<file path="config.mk">
export PLATFORM = sky130hd
export DESIGN_NAME = multicycle_main_control
export DESIGN_NICKNAME = d
export VERILOG_FILES = /design/src/rtl/multicycle_main_control.sv
export SDC_FILE = /design/constraint.sdc
export NUM_CORES = 1
export LEC_CHECK = 0
export ABC_AREA = 1
export BUFFER_PORTS_ARGS = -buffer_cell sky130_fd_sc_hd__buf_2
export CAP_MARGIN = 40
export CORE_MARGIN = 4
export CORE_UTILIZATION = 45
export CTS_CLUSTER_SIZE = 20
export DETAILED_ROUTE_END_ITERATION = 8
export PLACE_DENSITY_LB_ADDON = 0.3
export SYNTH_ARGS = -nofsm -noshare
export SYNTH_HDL_FRONTEND = slang
export SYNTH_SLANG_ARGS = --single-unit
</file>
<file path="constraint.sdc">
create_clock -name clk -period 2.2 [get_ports clk]
set_input_delay 0.11 -clock clk [delete_from_list [all_inputs] [get_ports clk]]
set_output_delay 0.11 -clock clk [all_outputs]
set_load 0.02 [all_outputs]
</file>
<file path="src/rtl/multicycle_main_control.sv">
// Multicycle main control FSM for the RISCY datapath: sequences fetch/decode/
// execute/memory/writeback and drives the datapath selects and enables.
module multicycle_main_control #(
  parameter int unsigned MEM_TIMEOUT = 255
) (
  input  logic       clk,
  input  logic       rst_n,
  input  logic [5:0] opcode,
  input  logic       mem_ready,
  output logic       pc_write,
  output logic       pc_write_cond,
  output logic       branch_ne,
  output logic [1:0] pc_src,
  output logic       iord,
  output logic       mem_read,
  output logic       mem_write,
  output logic       ir_write,
  output logic       reg_write,
  output logic       reg_dst,
  output logic       mem_to_reg,
  output logic       alu_src_a,
  output logic [1:0] alu_src_b,
  output logic       zero_ext,
  output logic [2:0] alu_op,
  output logic       illegal_op,
  output logic       mem_timeout,
  output logic [3:0] state
);

  typedef enum logic [3:0] {
    S_IDLE     = 4'd0,
    S_FETCH    = 4'd1,
    S_DECODE   = 4'd2,
    S_EXEC_R   = 4'd3,
    S_WB_R     = 4'd4,
    S_EXEC_I   = 4'd5,
    S_WB_I     = 4'd6,
    S_MEM_ADDR = 4'd7,
    S_MEM_RD   = 4'd8,
    S_WB_MEM   = 4'd9,
    S_MEM_WR   = 4'd10,
    S_BRANCH   = 4'd11,
    S_JUMP     = 4'd12,
    S_TRAP     = 4'd13
  } state_t;

  localparam logic [5:0] OP_R    = 6'b000000;
  localparam logic [5:0] OP_LW   = 6'b100011;
  localparam logic [5:0] OP_SW   = 6'b101011;
  localparam logic [5:0] OP_BEQ  = 6'b000100;
  localparam logic [5:0] OP_BNE  = 6'b000101;
  localparam logic [5:0] OP_J    = 6'b000010;
  localparam logic [5:0] OP_ADDI = 6'b001000;
  localparam logic [5:0] OP_ANDI = 6'b001100;
  localparam logic [5:0] OP_ORI  = 6'b001101;
  localparam logic [5:0] OP_SLTI = 6'b001010;

  localparam logic [7:0] TMO = 8'(MEM_TIMEOUT);

  state_t     state_q, state_d;
  logic [7:0] wait_q, wait_d;
  logic       illegal_q, illegal_d;
  logic       tmo_q, tmo_d;
  logic       in_mem;
  logic       timed_out;

  assign in_mem    = (state_q == S_FETCH) || (state_q == S_MEM_RD) || (state_q == S_MEM_WR);
  // Ready on the cycle the count hits the limit still wins over the trap.
  assign timed_out = in_mem && !mem_ready && (wait_q == TMO);

  always_comb begin
    state_d   = state_q;
    illegal_d = illegal_q;
    tmo_d     = tmo_q;
    unique case (state_q)
      S_IDLE:   state_d = S_FETCH;
      S_FETCH:  if (mem_ready) state_d = S_DECODE;
      S_DECODE: begin
        unique case (opcode)
          OP_R:                              state_d = S_EXEC_R;
          OP_LW, OP_SW:                      state_d = S_MEM_ADDR;
          OP_BEQ, OP_BNE:                    state_d = S_BRANCH;
          OP_J:                              state_d = S_JUMP;
          OP_ADDI, OP_ANDI, OP_ORI, OP_SLTI: state_d = S_EXEC_I;
          default: begin
            state_d   = S_TRAP;
            illegal_d = 1'b1;
          end
        endcase
      end
      S_EXEC_R: state_d = S_WB_R;
      S_WB_R:   state_d = S_FETCH;
      S_EXEC_I: state_d = S_WB_I;
      S_WB_I:   state_d = S_FETCH;
      S_MEM_ADDR: begin
        if (opcode == OP_LW)      state_d = S_MEM_RD;
        else if (opcode == OP_SW) state_d = S_MEM_WR;
        else begin
          state_d   = S_TRAP;
          illegal_d = 1'b1;
        end
      end
      S_MEM_RD: if (mem_ready) state_d = S_WB_MEM;
      S_WB_MEM: state_d = S_FETCH;
      S_MEM_WR: if (mem_ready) state_d = S_FETCH;
      S_BRANCH: state_d = S_FETCH;
      S_JUMP:   state_d = S_FETCH;
      S_TRAP:   state_d = S_TRAP;
      default:  state_d = S_IDLE;
    endcase
    if (timed_out) begin
      state_d = S_TRAP;
      tmo_d   = 1'b1;
    end
  end

  // A memory state only self-loops while waiting, so any state change clears the count.
  assign wait_d = (in_mem && (state_d == state_q)) ? wait_q + 8'd1 : '0;

  always_ff @(posedge clk or negedge rst_n) begin
    if (!rst_n) begin
      state_q   <= S_IDLE;
      wait_q    <= '0;
      illegal_q <= 1'b0;
      tmo_q     <= 1'b0;
    end else begin
      state_q   <= state_d;
      wait_q    <= wait_d;
      illegal_q <= illegal_d;
      tmo_q     <= tmo_d;
    end
  end

  always_comb begin
    pc_write      = 1'b0;
    pc_write_cond = 1'b0;
    branch_ne     = 1'b0;
    pc_src        = 2'b00;
    iord          = 1'b0;
    mem_read      = 1'b0;
    mem_write     = 1'b0;
    ir_write      = 1'b0;
    reg_write     = 1'b0;
    reg_dst       = 1'b0;
    mem_to_reg    = 1'b0;
    alu_src_a     = 1'b0;
    alu_src_b     = 2'b00;
    zero_ext      = 1'b0;
    alu_op        = 3'b000;
    unique case (state_q)
      S_FETCH: begin
        mem_read  = 1'b1;
        alu_src_b = 2'b01;
        ir_write  = mem_ready;
        pc_write  = mem_ready;
      end
      S_DECODE: alu_src_b = 2'b11;
      S_EXEC_R: begin
        alu_src_a = 1'b1;
        alu_op    = 3'b010;
      end
      S_WB_R: begin
        reg_write = 1'b1;
        reg_dst   = 1'b1;
      end
      S_EXEC_I: begin
        alu_src_a = 1'b1;
        alu_src_b = 2'b10;
        unique case (opcode)
          OP_ANDI: begin alu_op = 3'b100; zero_ext = 1'b1; end
          OP_ORI:  begin alu_op = 3'b101; zero_ext = 1'b1; end
          OP_SLTI: alu_op = 3'b110;
          default: alu_op = 3'b011;
        endcase
      end
      S_WB_I: reg_write = 1'b1;
      S_MEM_ADDR: begin
        alu_src_a = 1'b1;
        alu_src_b = 2'b10;
      end
      S_MEM_RD: begin
        mem_read = 1'b1;
        iord     = 1'b1;
      end
      S_WB_MEM: begin
        reg_write  = 1'b1;
        mem_to_reg = 1'b1;
      end
      S_MEM_WR: begin
        mem_write = 1'b1;
        iord      = 1'b1;
      end
      S_BRANCH: begin
        alu_src_a     = 1'b1;
        alu_op        = 3'b001;
        pc_write_cond = 1'b1;
        pc_src        = 2'b01;
        branch_ne     = (opcode == OP_BNE);
      end
      S_JUMP: begin
        pc_write = 1'b1;
        pc_src   = 2'b10;
      end
      default: ;
    endcase
  end

  assign illegal_op  = illegal_q;
  assign mem_timeout = tmo_q;
  assign state       = state_q;

endmodule

</file>
==> summary.md <==
| Metric | Value |
|---|---|
| Endpoints failing hold | 0 |
| Largest net degree at the start of global routing | 15 |
| Synth Flop Type | dfrtp_1 |
| Asr flop ratio synth | 100% |
| Worst Path Max Fanout | 8 |
| H-tree Lvls | 1 |
| GR Util met3 | approximately 2.2% |
| Post-synth EDFFs | 0 |
| # diodes | 0 |
| Met1 Track Usage GR | 20.5% |
| Power Density | 1190 mW/mm^2 |
| Synth Net Count | 186 |
| Mapped Cells | roughly 180 |
| CP endpoint kind | register |
| FF-to-FF setup slack | 0.32 ns |
| Crit path kind | reg -> reg |
| Final setup violating endpoints | 0 |
| Slew HR | about three quarters |
| Core Area | ~0.0025 sq mm |
| Synthesized flop and latch total | 14 |
| Site row count | 18 |
| RSZ-0062 raised after global routing | no |
| IO buf count | 33 |
| DRT iter0 DRCs | between 60 and 70 |
| Busiest layer in global routing | met2 |
| Worst-margin pin slew | about 0.38 ns |
| Pre-antenna DRT Iters | 4 |
| Clock transition at path regs | 0.08 ns |
| Max Slew Vio Count | 0 |
| Critical Path Source Type | register |
| Area growth syn-to-layout | 19.6% |
| P_leak | 0.756 nW |
| DIE HEIGHT | 59.1 um |
| Final antenna-violating net count | 0 |
| Die Footprint | 0.00350 sq mm |
| Yosys cell types | 28 |
| Syn Std Cell Area | 0.00118 sq mm |
| First-pass GRT wire length | 4630 um |
| Yosys Warn Count | 0 |
| Clk_lat worst skew | 0.27 ns |
| Crit path required time | between 2 and 2.5 ns |
| Most common library cell in the layout ignoring fill and taps | buf_2 |
| Pre-CTS setup slack | 0.331 ns |
| Ratio of cells with drive above 1 in the final layout | ~35% |
| CTS Buf Count | 3 |
| Max Cap Viol | 0 |
| Synth Area per Inst | 6.68 sq um |
| Final setup TNS | 0 ns |
| Sequential fraction of the synthesis area | approximately 30% |
| Die width | 59.1 um |
| Inst Count DP | 237 |
| Via count | 1,192 |
| Met2 usage | 30.4% |
| Post-detail-place hpwl | 2220 um |
| Wirelength per Cell | 11.0 um |
| Antenna violations before repair | 0 |
| Final period util | 85.7% |
| Clk sinks | 14 |
| Boundary Pins | 34 |
| Number of global-route vias before repair | 1,130 |
| GRT Total Usage | 16.6% |
| Final #Nets | 223 |
| Skew final | 0.000746 ns |
| Most frequent cells in the layout | 33 x buf_2, 32 x nor2_1, 30 x nand2_1 |
| Worst vdd ir | 0.758 mV |
| Root buf cell | clkbuf_4 |
| Postcts setup bufs | 0 |
| Peak Freq | 531 MHz |
| Post-cts sizing count | 0 |
| Overflow after GRT | 0 |
| Worst r2r dst | wait_q[7]$_DFF_PN0_ |
| FF-to-FF Start | wait_q[0]$_DFF_PN0_ |
| Worst Hold Class | in -> async |
| Final Non-Filler Cells | about 240 |
| Fin crit period | between 1.5 and 2 ns |
| Final WL | between 2000 and 3000 um |
| Arr. time, crit path | approximately 2.1 ns |
| CTS tree | done |
| Via density | 4.93 |
| Final Wtd Congestion | 0.925 |
| Status | finished clean |
| DRC Markers | 0 |
| Worst Slack Setup Final | between 0.3 and 0.4 ns |
| Max Buffers Root-to-Sink | 2 |
| Reg2reg path depth | 13 |
| Initial Util | between 40 and 50% |
[how the worst max path moves through the flow]
| stage | to | slack [ns] | from |
|---|---|---|---|
| after floorplan | alu_op[0] | 0.51 | state[0]$_DFF_PN0_ |
| after global placement | wait_q[1]$_DFF_PN0_ | 0.37 | wait_q[0]$_DFF_PN0_ |
| after detailed placement | wait_q[0]$_DFF_PN0_ | 0.33 | wait_q[0]$_DFF_PN0_ |
| after CTS | wait_q[0]$_DFF_PN0_ | 0.31 | wait_q[0]$_DFF_PN0_ |
| after global routing | wait_q[0]$_DFF_PN0_ | 0.15 | wait_q[0]$_DFF_PN0_ |
| final | wait_q[7]$_DFF_PN0_ | 0.32 | wait_q[0]$_DFF_PN0_ |
[routing by layer]
layer	vias to the layer above	share of wire, %
met4	0	0.79
met2	32	49
met1	529	45
met5	-	0
li1	627	-
met3	4	4.8
[critical path: stages (launching register included)]
cell and delay (ns):
dfrtp_1 0.39, ha_1 0.20, nand2_1 0.07, nor2_1 0.15
nand2_1 0.09, nor2_2 0.18, nand3_4 0.14, nand2_2 0.10
inv_2 0.03, nand2_1 0.07, nor2_1 0.05, nor2_2 0.14
nand2_4 0.12, nor2_2 0.10
[metrics by stage]
stage | util (%) | cell area, sq um | hold slack (ns) | total power, mW
floorplan | - | 1180 | -0.186 | 1.24
global placement | 54.9 | 1360 | 0.0136 | 1.51
detailed placement | 54.9 | 1360 | 0.0152 | 1.51
CTS | 56.8 | 1410 | 0.248 | 1.69
global route | 56.8 | 1410 | 0.282 | 1.83
finish | 56.8 | 1410 | 0.251 | 1.68
[report_power, final]
group | internal (mW) | switching (mW) | leakage, nW
sequential | 0.304 | 0.101 | 0.180
clock | 0.101 | 0.0759 | 0.0210
combinational | 0.345 | 0.751 | 0.555
[area by class of cell]
class	count	area, sq um
repair buffers	34	175
well taps	30	37.5
multi-input cells	134	707
fillers	268	1070
inverters	26	100
flip-flops and latches	14	350
clock buffers	4	36.3
[logic make-up after synthesis]
kind of cell / synth area share (%)
compound gates: 5.64
xor+xnor: 4.47
fa+ha+maj: 1.06
buf+inv: 10.1
flops: 29.8
simple gates: 48.9
[registers in the layout, indices dropped and copies added, names as in the netlist]
signal / count
state: 4
illegal_op: 1
wait_q: 8
mem_timeout: 1
[cells in the mapped netlist (2+ instances only)]
cell type / n / share of area, %
nand3_1: 19 / 8.1
o21ai_0: 5 / 2.1
nor2_2: 17 / 9.0
nand4_1: 2 / 1.1
inv_2: 7 / 2.2
a21oi_1: 2 / 0.85
nand2_1: 30 / 9.6
nor2_4: 2 / 1.9
dfrtp_1: 14 / 30
xor2_1: 3 / 2.2
nor3_1: 2 / 0.85
inv_1: 18 / 5.7
xnor2_1: 3 / 2.2
nor2_1: 32 / 10
nand2_2: 7 / 3.7
[timing repair]
action | 4_1_cts | 5_1_grt
setup endpoints to repair | 0 | 0
hold buffers | 1 | 0
endpoints found under the hold margin | 14 | 0
No activity file was read; power rests on OpenSTA's default activity.
